===== src/rtl/alu_pkg.sv =====
// Shared definitions for the two-requester ALU arbiter: data width, op
// encodings and controller state type.
package alu_pkg;

  localparam int DATA_W = 32;

  typedef enum logic [1:0] {
    OP_AND = 2'b00,
    OP_OR  = 2'b01,
    OP_ADD = 2'b10,
    OP_SUB = 2'b11
  } alu_op_e;

  typedef enum logic [1:0] {
    ST_IDLE = 2'b00,
    ST_EXEC = 2'b01,
    ST_RESP = 2'b10
  } state_e;

endpackage


===== src/rtl/alu_arb_grant.sv =====
// Grant decision between two requesters, with a burst limit on requester 0
// so requester 1 cannot be starved.
module alu_arb_grant
  import alu_pkg::*;
#(
  parameter int MAX_BURST = 4
) (
  input  logic clk,
  input  logic rst_n,
  input  logic idle,
  input  logic req0_valid,
  input  logic req1_valid,
  output logic grant0,
  output logic grant1
);

  localparam logic [3:0] BURST_LIM = 4'(MAX_BURST);

  logic [3:0] burst_q, burst_d;

  always_comb begin
    grant0 = 1'b0;
    grant1 = 1'b0;
    if (rst_n && idle) begin
      if (req0_valid && (!req1_valid || burst_q != BURST_LIM)) begin
        grant0 = 1'b1;
      end else if (req1_valid) begin
        grant1 = 1'b1;
      end
    end

    // Only count grants to 0 that actually made requester 1 wait
    burst_d = burst_q;
    if (grant0) begin
      burst_d = req1_valid ? burst_q + 4'd1 : 4'd0;
    end else if (grant1) begin
      burst_d = 4'd0;
    end
  end

  always_ff @(posedge clk) begin
    if (!rst_n) begin
      burst_q <= 4'd0;
    end else begin
      burst_q <= burst_d;
    end
  end

endmodule


===== src/rtl/alu_arbiter.sv =====
// Two-requester arbiter in front of one shared AND/OR/ADD/SUB unit.
// Define ALU_ARBITER_FLAGS_EN to build the carry/overflow flag registers.
//
// state | meaning
// IDLE  | waiting; one requester may be granted and its operands latched
// EXEC  | ALU evaluates latched operands, result registered at the edge
// RESP  | response held for the granted requester until it is consumed
module alu_arbiter
  import alu_pkg::*;
#(
  parameter int MAX_BURST = 4
) (
  input  logic              clk,
  input  logic              rst_n,
  input  logic              req0_valid,
  input  logic              req1_valid,
  output logic              req0_ready,
  output logic              req1_ready,
  input  logic [DATA_W-1:0] req0_a,
  input  logic [DATA_W-1:0] req0_b,
  input  logic [DATA_W-1:0] req1_a,
  input  logic [DATA_W-1:0] req1_b,
  input  logic [1:0]        req0_op,
  input  logic [1:0]        req1_op,
  output logic              resp0_valid,
  output logic              resp1_valid,
  input  logic              resp0_ready,
  input  logic              resp1_ready,
  output logic [DATA_W-1:0] resp_result,
  output logic              resp_carry,
  output logic              resp_ovf
);

  state_e            state_q, state_d;
  logic [DATA_W-1:0] a_q, a_d, b_q, b_d, result_q, result_d;
  alu_op_e           op_q, op_d;
  logic              id_q, id_d;
  logic              grant0, grant1;
  logic              resp_take;
  logic [DATA_W-1:0] b_eff, alu_res;
  logic [DATA_W:0]   sum;

  alu_arb_grant #(.MAX_BURST(MAX_BURST)) u_grant (
    .clk        (clk),
    .rst_n      (rst_n),
    .idle       (state_q == ST_IDLE),
    .req0_valid (req0_valid),
    .req1_valid (req1_valid),
    .grant0     (grant0),
    .grant1     (grant1)
  );

  assign req0_ready  = grant0;
  assign req1_ready  = grant1;
  assign resp0_valid = (state_q == ST_RESP) && !id_q;
  assign resp1_valid = (state_q == ST_RESP) && id_q;
  assign resp_result = result_q;
  assign resp_take   = id_q ? resp1_ready : resp0_ready;

  // SUB shares the adder as A + ~B + 1
  always_comb begin
    b_eff = (op_q == OP_SUB) ? ~b_q : b_q;
    sum   = {1'b0, a_q} + {1'b0, b_eff} + {{DATA_W{1'b0}}, (op_q == OP_SUB)};
    case (op_q)
      OP_AND:  alu_res = a_q & b_q;
      OP_OR:   alu_res = a_q | b_q;
      default: alu_res = sum[DATA_W-1:0];
    endcase
  end

  always_comb begin
    state_d  = state_q;
    a_d      = a_q;
    b_d      = b_q;
    op_d     = op_q;
    id_d     = id_q;
    result_d = result_q;
    case (state_q)
      ST_IDLE: begin
        if (grant0) begin
          a_d     = req0_a;
          b_d     = req0_b;
          op_d    = alu_op_e'(req0_op);
          id_d    = 1'b0;
          state_d = ST_EXEC;
        end else if (grant1) begin
          a_d     = req1_a;
          b_d     = req1_b;
          op_d    = alu_op_e'(req1_op);
          id_d    = 1'b1;
          state_d = ST_EXEC;
        end
      end
      ST_EXEC: begin
        result_d = alu_res;
        state_d  = ST_RESP;
      end
      ST_RESP: begin
        if (resp_take) state_d = ST_IDLE;
      end
      default: state_d = ST_IDLE;
    endcase
  end

  always_ff @(posedge clk) begin
    if (!rst_n) begin
      state_q  <= ST_IDLE;
      a_q      <= '0;
      b_q      <= '0;
      op_q     <= OP_AND;
      id_q     <= 1'b0;
      result_q <= '0;
    end else begin
      state_q  <= state_d;
      a_q      <= a_d;
      b_q      <= b_d;
      op_q     <= op_d;
      id_q     <= id_d;
      result_q <= result_d;
    end
  end

`ifdef ALU_ARBITER_FLAGS_EN
  logic carry_q, carry_d, ovf_q, ovf_d, alu_carry, alu_ovf;

  always_comb begin
    alu_carry = 1'b0;
    alu_ovf   = 1'b0;
    if (op_q == OP_ADD || op_q == OP_SUB) begin
      alu_carry = sum[DATA_W];
      // carry into the sign bit differs from carry out of it
      alu_ovf   = (a_q[DATA_W-1] ^ b_eff[DATA_W-1] ^ sum[DATA_W-1]) ^ sum[DATA_W];
    end
    carry_d = carry_q;
    ovf_d   = ovf_q;
    if (state_q == ST_EXEC) begin
      carry_d = alu_carry;
      ovf_d   = alu_ovf;
    end
  end

  always_ff @(posedge clk) begin
    if (!rst_n) begin
      carry_q <= 1'b0;
      ovf_q   <= 1'b0;
    end else begin
      carry_q <= carry_d;
      ovf_q   <= ovf_d;
    end
  end

  assign resp_carry = carry_q;
  assign resp_ovf   = ovf_q;
`else
  logic unused_sum_msb;
  assign unused_sum_msb = sum[DATA_W];
  assign resp_carry     = 1'b0;
  assign resp_ovf       = 1'b0;
`endif

endmodule


===== config.mk =====
export PLATFORM = sky130hd
export DESIGN_NAME = alu_arbiter
export DESIGN_NICKNAME = d
export VERILOG_FILES = /design/src/rtl/alu_pkg.sv /design/src/rtl/alu_arb_grant.sv /design/src/rtl/alu_arbiter.sv
export SDC_FILE = /design/constraint.sdc
export NUM_CORES = 1
export LEC_CHECK = 0
export BUFFER_PORTS_ARGS = -buffer_cell sky130_fd_sc_hd__buf_2
export CAP_MARGIN = 20
export CORE_MARGIN = 8
export CORE_UTILIZATION = 60
export CTS_BUF_LIST = sky130_fd_sc_hd__clkbuf_2 sky130_fd_sc_hd__clkbuf_4 sky130_fd_sc_hd__clkbuf_8
export CTS_CLUSTER_SIZE = 40
export DETAILED_ROUTE_END_ITERATION = 16
export HOLD_SLACK_MARGIN = 0.05
export PLACE_DENSITY = 0.91
export SYNTH_ARGS = -nofsm -noshare
export SYNTH_HDL_FRONTEND = slang
export SYNTH_SLANG_ARGS = --single-unit
export TNS_END_PERCENT = 1

===== constraint.sdc =====
create_clock -name clk -period 5.8 [get_ports clk]
set_input_delay 0.29 -clock clk [delete_from_list [all_inputs] [get_ports clk]]
set_output_delay 0.29 -clock clk [all_outputs]
set_load 0.05 [all_outputs]

==> results.ini, run 1 <==
[outcome]
outcome=finished, final reports clean

[pwr]
seqPwrFrac_pct=42.8
netSwitchingPower_mw=0.7828
worst_ir_drop_vdd_v=0.0003015
p_int_mw=1.242
combPwrFrac_pct=33.9
switching_share_pct=38.65
p_per_area_nw_per_um2=252.6
clkPwrFrac_pct=23.3
power_leakage_nw=3.404

[setup_path]
critPathLaunchType=flop
endpoint_kind=flop
cp_data_arrival_time_ns=3.85
r2r_cells=13
path_class=reg -> reg
timing.rr.start=op_q[0]$_SDFFE_PN0P_
rrSetupSlack_ns=2.21
required_ns=6.07
critPathCapture=resp_result[27]$_SDFFE_PN0N_
crit_start=op_q[0]$_SDFFE_PN0P_
worstPathMaxFanout=50
r2r_end=resp_result[27]$_SDFFE_PN0N_

[drt]
drc_errors=0
via_per_inst=6.065
first_pass_iters=6
first_iter_violations=570
antenna_left=0
dr_total_vias=6884
wl_per_cell_um=18.53
wl_um=21030

[synth]
synth-simple-area-share_pct=15.29
ys_ff_latch=105
synthCells=852
synth_compound_area_share_pct=24.43
synth_common_cells=nor2_1, dfxtp_1, a21oi_1
synth_xor_area_share_pct=6.840
synth_mux_area_share_pct=9.555
syn-cell-area_um2=6914
yosys_most_used_dff=dfxtp_1
ys_types=59
synth-edff-count=0
synth_warnings=0
synth_top_area_share_pct=30.40
synthAdderAreaFrac_pct=9.084
yosysMostFrequentCell=nor2_1
syn_area_per_cell_um2=8.115
synth.area.top_cells=dfxtp_1, mux2i_1, a211oi_1
yosysTopAreaCell=dfxtp_1
ys_async_sr_fraction_pct=0
synth_top_family_by_area=compound AO/OA/AOI/OAI gates
ys_seq_area_share_pct=30.40

[cts]
cts_tree=yes
h-tree-depth=3
path_clk_slew_ns=0.12
clkLatencyLatePin_ns=0.40
cts_hold_buf=0
cts.sinks=105
cts-root-buf=clkbuf_8
clock_path_buffers=2
post_cts_resized=0
numCtsBuffers=9
cts_setup_buffers=0

[timing]
drv_slew=0
worst_slew_pin_slew_ns=1.137
fin_crit_sh_pct=61.82
skew_ns=0.01618
finalSetupTns_ns=0
fmax_mhz=278.9
rsz0062_at_grt=no
relSlewSlack_pct=23.95
fin_crit_ns=3.585
setup-violations-final=0
hold_violations=0

[global_route]
antenna_found_initial=0
grt_max_degree=120
grt_pass1_wl_um=33070
grt_usage_pct=27.64
grt_pass1_vias=6515
gr-total-overflow=0

[floorplanning]
start_util_pct=61.07
core-area_um2=11320
die_h_um=123.3
dieArea_um2=15210
ios=176
rows=39
die_w_um=123.3

[cells_and_area]
area_delta_synth_final_pct=15.96
nets=1161
layout-drive-gt1-share_pct=21.47
postLayoutCellArea_um2=8018
num_antenna_cells=0
fin_util_pct=70.82

[placement]
io_buffers=173
post_dp_cell_area_um2=7785
gp_congestion=0.9863
dpl.hpwl_um=16250

[hold_path]
holdCritPathClass=in -> reg

[job]
maxCapViolCount=0

## state kept, by name, summed over array words and instances, names as in the netlist
name,cells
u_grant.burst_q,4
op_q,2
a_q,32
state_q,2
b_q,32
id_q,1
resp_result,32
## cell type report
type                       instances  area (um2)
sequential                       105        2102
clock inverter                     6       67.56
multi-input combinational        675        4526
tap                              143       178.9
clock buffer                      10       137.6
timing repair buffer             182       953.4
inverter                          14       52.55
fill                             920        3303
## worst max-delay path, stage by stage (launching register included)
cell	delay [ns]
dfxtp_1	0.33
buf_4	0.43
nand2_1	0.10
buf_4	0.31
xnor2_1	0.19
ha_1	0.37
a21oi_1	0.30
nand2_1	0.08
a221oi_1	0.50
nand3_1	0.19
a21oi_1	0.25
o211ai_1	0.15
xnor2_1	0.15
o21ai_0	0.08
## stage by stage
step                total power, mW  instances  hold WS (ns)  setup slack (ns)
floorplan                     1.362        853        0.4130             2.601
global placement              1.540       1117        0.4363             2.410
detailed placement            1.552       1118        0.4489             2.327
CTS                           2.015       1134        0.1412             2.311
global route                  2.127       1135        0.1504             1.930
finish                        2.025       1135        0.1550             2.215
## cells by family (layout without fill, tap and decap cells)
group	count (synthesis)	count (layout)
AO/OA/AOI/OAI	263	263
XOR/XNOR	54	54
adder cells (fa/ha/maj)	53	53
buffers and inverters	73	212
flip-flops	105	105
multiplexers	66	66
other	1	2
AND/OR/NAND/NOR	237	237
## how the worst min path moves through the flow
stage	startpoint	end	slack [ns]	cells after the start
after detailed placement	resp_result[19]$_SDFFE_PN0N_	resp_result[19]$_SDFFE_PN0N_	0.45	2
after CTS	req0_a[1]	a_q[1]$_SDFFE_PN0P_	0.14	3
after global routing	req0_a[0]	a_q[0]$_SDFFE_PN0P_	0.15	3
after floorplan	u_grant.burst_q[3]$_SDFFE_PN0P_	u_grant.burst_q[3]$_SDFFE_PN0P_	0.41	1
final	req0_a[0]	a_q[0]$_SDFFE_PN0P_	0.15	3
after global placement	resp_result[20]$_SDFFE_PN0N_	resp_result[20]$_SDFFE_PN0N_	0.44	2
## power groups by stage
stage          registers [mW]  logic (mW)  clock network [mW]
6_report                0.867       0.687               0.471
4_1_cts                 0.864       0.677               0.474
5_1_grt                 0.875       0.751               0.502
2_1_floorplan           0.911       0.451                   0
3_3_place_gp            0.877       0.663                   0
3_5_place_dp            0.879       0.673                   0
## layer usage
layer	wire length (um)	global-route usage, %	vias to the layer above
met2	9029	40.69	316
met1	9472	37.94	3185
met5	0	0	-
li1	-	-	3361
met3	2159	7.945	22
met4	370	9.105	0
## cells in the final DEF (no fill, tap or decap), types with 3 or more instances in the layout
cell	count
a21oi_1	72
maj3_1	17
o21a_1	5
a31oi_1	7
a221oi_1	3
xor2_1	10
dfxtp_1	105
and3_1	4
buf_2	173
xnor2_1	44
nor2b_1	6
ha_1	35
nor3b_1	3
a21o_1	11
nor3_1	13
nand2b_1	9
buf_4	8
inv_8	3
a211oi_1	68
a22oi_1	14
o211ai_1	7
nand3_1	10
inv_1	13
o21ai_0	54
mux2i_1	66
clkbuf_8	10
nand2_1	56
nor2_1	111
nand4_1	7
No activity file was read; power rests on OpenSTA's default activity.
==> inputs of run 2 (changes only) <==
ABC_AREA = 1   (was default)
CORE_UTILIZATION = 57   (was 60)
PLACE_DENSITY = 0.86   (was 0.91)
clock period = 3.5 ns   (was 5.8 ns; I/O delays follow)
==> results.ini, run 2 <==
[timing]
hold_violations=0
skew_ns=0.01185
fin_crit_ns=2.882
fmax_mhz=347.0
rsz0062_at_grt=no
finalSetupTns_ns=0
drv_slew=0
relSlewSlack_pct=36.16
worst_slew_pin_slew_ns=0.9576
setup-violations-final=0
fin_crit_sh_pct=82.34

[synth]
ys_ff_latch=105
yosys_most_used_dff=dfxtp_1
synth-edff-count=0
ys_types=42
syn_area_per_cell_um2=6.807
synth.area.top_cells=dfxtp_1, nand2_1, o211ai_2
yosysTopAreaCell=dfxtp_1
synth_top_area_share_pct=26.99
ys_seq_area_share_pct=26.99
syn-cell-area_um2=7787
synthCells=1144
synth_warnings=0
yosysMostFrequentCell=nand2_1
synth_common_cells=nand2_1, inv_1, nand3_1
ys_async_sr_fraction_pct=0

[cts]
path_clk_slew_ns=0.11
cts_hold_buf=0
clkLatencyLatePin_ns=0.39
post_cts_resized=0
h-tree-depth=3
cts_setup_buffers=0
numCtsBuffers=9
cts-root-buf=clkbuf_8
clock_path_buffers=2
cts_tree=yes
cts.sinks=105

[drt]
wl_um=23740
antenna_left=0
first_pass_iters=6
first_iter_violations=760
drc_errors=0
via_per_inst=5.626
dr_total_vias=8220
wl_per_cell_um=16.25

[setup_path]
path_class=reg -> reg
required_ns=3.83
crit_start=op_q[0]$_SDFFE_PN0P_
worstPathMaxFanout=32
cp_data_arrival_time_ns=3.21
timing.rr.start=op_q[0]$_SDFFE_PN0P_
r2r_cells=15
endpoint_kind=flop
critPathLaunchType=flop

[pwr]
p_per_area_nw_per_um2=391.7
switching_share_pct=41.34
p_int_mw=2.025
clkPwrFrac_pct=21.1
worst_ir_drop_vdd_v=0.0001928
seqPwrFrac_pct=42.3
netSwitchingPower_mw=1.427
power_leakage_nw=4.351
combPwrFrac_pct=36.6

[hold_path]
holdCritStartpoint=resp1_ready
holdCritPathClass=in -> reg
hold_depth=4

[floorplanning]
rows=42
start_util_pct=58.57
die_h_um=132.9
ios=176
core-area_um2=13300
die_w_um=132.9
dieArea_um2=17660

[placement]
gp_congestion=0.9957
io_buffers=173
dpl.hpwl_um=18480

[cells_and_area]
fin_util_pct=66.29
final_cell_mix=nand2_1, buf_2, inv_1
num_antenna_cells=0
area_delta_synth_final_pct=13.17
register_area_um2=2102
nets=1454
fillers=1238
layout-drive-gt1-share_pct=20.86
multi_input_area_um2=4798
final_common_cell=nand2_1

[outcome]
outcome=finished, final reports clean

[global_route]
antenna_found_initial=0
gr-total-overflow=0
grt_pass1_wl_um=38180
grt_max_degree=74
grt_pass1_vias=7619
grt_usage_pct=26.35

[job]
maxCapViolCount=0

==> run 2: power groups by stage <==
stage,Combinational [mW],Clock [mW],Sequential [mW]
after floorplan,0.805,0,1.58
after global placement,1.22,0,1.48
after detailed placement,1.24,0,1.48
after CTS,1.25,0.733,1.45
after global routing,1.38,0.783,1.47
final,1.26,0.728,1.46
==> run 2: final timing paths <==
check / endpoint / slack [ns]
worst max-delay path: resp_result[22]$_SDFFE_PN0N_ / 0.62
worst min-delay path: state_q[1]$_SDFFE_PN0P_ / 0.08
worst max register to register: resp_result[22]$_SDFFE_PN0N_ / 0.62
worst min register to register: u_grant.burst_q[3]$_SDFFE_PN0P_ / 0.48
==> run 2: area by class of cell <==
class	instances	area share (%)
flip-flops and latches	105	23.85
clock inverters	6	0.4543
clock buffers	10	1.562
multi-input cells	836	54.44
well taps	176	2.499
inverters	145	6.204
repair buffers	183	10.99
==> run 2: cell families (layout without fill, tap and decap cells) <==
group                      after synthesis  count (layout)  synth area share, %
xor gates and xnor gates                38              38                4.274
AOI/OAI and AO/OA                      268             268                24.82
and+or+nand+nor                        492             492                26.54
adders and majority gates               36              36                5.880
other                                    1               2              0.04815
buffers and inverters                  204             344                11.44
DFF                                    105             105                26.99
==> run 2: layer usage <==
metal  GRT usage, %  vias up  share of wire, %
met5              0        -                 0
met4          7.950        0               1.4
met3          4.693       22               8.7
met2          40.02      355                44
met1          36.94     3748                46
li1               -     4095                 -
==> run 2: per-stage QoR <==
| stage | power (mW) | setup WS (ns) | cell area [um2] | std cells | hold WS, ns |
|---|---|---|---|---|---|
| floorplan | 2.381 | 1.134 | 7791 | 1145 | 0.3425 |
| global placement | 2.700 | 0.8154 | 8636 | 1445 | 0.4489 |
| detailed placement | 2.725 | 0.7103 | 8636 | 1445 | 0.4635 |
| CTS | 3.439 | 0.6672 | 8813 | 1461 | 0.06522 |
| global route | 3.641 | 0.4348 | 8813 | 1461 | 0.09368 |
| finish | 3.452 | 0.6182 | 8813 | 1461 | 0.07713 |
==> run 2: critical path, stage by stage (launching register included) <==
cell and delay (ns):
dfxtp_1 0.41, nand2_1 0.11, buf_12 0.20, nand2_1 0.10, and2_1 0.16, inv_1 0.07
fa_1 0.36, inv_1 0.12, nand3_1 0.08, nand2_1 0.14, a21oi_1 0.10, o21ai_0 0.48
nand2_1 0.15, nand3b_1 0.12, nand3_1 0.07, a21oi_1 0.13
==> inputs of run 3 (changes only) <==
clock period = 2.9 ns   (was 3.5 ns; I/O delays follow)
==> results.ini, run 3 (same netlist as run 2, synthesis figures left out) <==
[floorplanning]
ios=176
start_util_pct=58.57
die_w_um=132.9
die_h_um=132.9
dieArea_um2=17660
core-area_um2=13300
rows=42

[cells_and_area]
area_delta_synth_final_pct=14.97
final_cell_mix=nand2_1, buf_2, inv_1
nets=1467
layout-drive-gt1-share_pct=21.43
num_antenna_cells=0
final_common_cell=nand2_1
postLayoutCellArea_um2=8954

[timing]
relSlewSlack_pct=32.16
finalSetupTns_ns=0
fin_crit_ns=2.698
setup-violations-final=0
skew_ns=0.01159
fmax_mhz=370.7
drv_slew=0
worst_slew_pin_slew_ns=1.018
rsz0062_at_grt=no
hold_violations=0
fin_crit_sh_pct=93.02

[setup_path]
critPathLaunchType=flop
r2r_end=resp_result[31]$_SDFFE_PN0N_
rrSetupSlack_ns=0.20
required_ns=3.22
timing.rr.start=op_q[0]$_SDFFE_PN0P_
crit_start=op_q[0]$_SDFFE_PN0P_
cp_data_arrival_time_ns=3.02
critPathCapture=resp_result[31]$_SDFFE_PN0N_
worstPathMaxFanout=17
endpoint_kind=flop
path_class=reg -> reg
r2r_cells=19

[drt]
first_iter_violations=751
wl_um=24260
via_per_inst=5.665
first_pass_iters=5
wl_per_cell_um=16.47
drc_errors=0
dr_total_vias=8345
antenna_left=0

[placement]
dpl.hpwl_um=18650
gp_congestion=1.014
io_buffers=173
post_dp_cell_area_um2=8698

[outcome]
outcome=finished, final reports clean

[global_route]
grt_max_degree=80
grt_pass1_vias=7784
grt_usage_pct=26.66
grt_pass1_wl_um=38630
antenna_found_initial=0
gr-total-overflow=0

[cts]
cts-root-buf=clkbuf_8
path_clk_slew_ns=0.10
clock_path_buffers=2
h-tree-depth=3
clkLatencyLatePin_ns=0.40
cts.sinks=105
cts_tree=yes
numCtsBuffers=9

[hold_path]
holdCritPathClass=in -> reg

[pwr]
total_power_mw=4.361
power_leakage_nw=4.418
worst_ir_drop_vdd_v=0.0002854
p_per_area_nw_per_um2=487.1

[job]
maxCapViolCount=0

[run 3: metrics by stage]
stage	setup WS, ns	hold slack (ns)	std cells	utilization [%]
2_1_floorplan	0.5340	0.3125	1145	-
3_3_place_gp	0.2752	0.4451	1455	65.42
3_5_place_dp	0.1636	0.4397	1455	65.42
4_1_cts	0.1232	0.07586	1473	67.26
5_1_grt	0.005615	0.1127	1473	67.34
6_report	0.2024	0.08862	1473	67.34
[run 3: layout make-up]
class | instances | area [um2]
Multi-Input combinational cell | 836 | 4806
Fill cell | 1206 | 4342
Sequential cell | 105 | 2102
Timing Repair Buffer | 196 | 1065
Inverter | 145 | 546.8
Tap cell | 176 | 220.2
Clock buffer | 9 | 123.9
Clock inverter | 6 | 90.09
[run 3: power breakdown]
part	leakage, nW	switching (mW)	total (mW)	internal, mW
Clock	0.106	0.553	1.04	0.487
Sequential	0.864	0.175	1.77	1.59
Combinational	3.45	1.02	1.55	0.530
Total	4.42	1.75	4.36	2.61
[run 3: repair_timing]
item / CTS / global route
endpoints found under the hold margin: 2 / 0
gates resized for setup: 0 / 4
setup buffers: 0 / 0
hold buffers: 3 / 0
setup endpoints to repair: 0 / 11
[run 3: worst max-delay path, stage by stage, from the launching register on]
cell and delay, ns:
dfxtp_1 0.33, nand2_1 0.16, buf_6 0.26, xor2_2 0.21, inv_1 0.07, ha_1 0.27
nand2_1 0.06, inv_1 0.06, nand3_1 0.08, nand2_1 0.11, nand2_1 0.06, nand2_1 0.15
nand2_1 0.08, nand2_1 0.14, nand2_1 0.09, nand2_1 0.06, nand2_1 0.04, nand3_1 0.12
nand2_1 0.11, a21oi_1 0.16
[run 3: layer usage]
layer | up-vias | track usage, % | wire, um
li1 | 4116 | - | -
met3 | 37 | 5.072 | 2426
met4 | 0 | 9.211 | 478
met1 | 3780 | 36.07 | 10510
met2 | 412 | 41.34 | 10850
met5 | - | 0 | 0
[run 3: worst min path at each step]
stage | cells after the start | slack, ns | start | end
floorplan | 2 | 0.31 | req1_valid | u_grant.burst_q[2]$_SDFFE_PN0P_
global placement | 4 | 0.45 | resp1_ready | state_q[1]$_SDFFE_PN0P_
detailed placement | 4 | 0.44 | resp1_ready | state_q[1]$_SDFFE_PN0P_
CTS | 5 | 0.08 | req0_a[5] | a_q[5]$_SDFFE_PN0P_
global route | 5 | 0.11 | req0_a[8] | a_q[8]$_SDFFE_PN0P_
finish | 5 | 0.09 | req0_a[5] | a_q[5]$_SDFFE_PN0P_
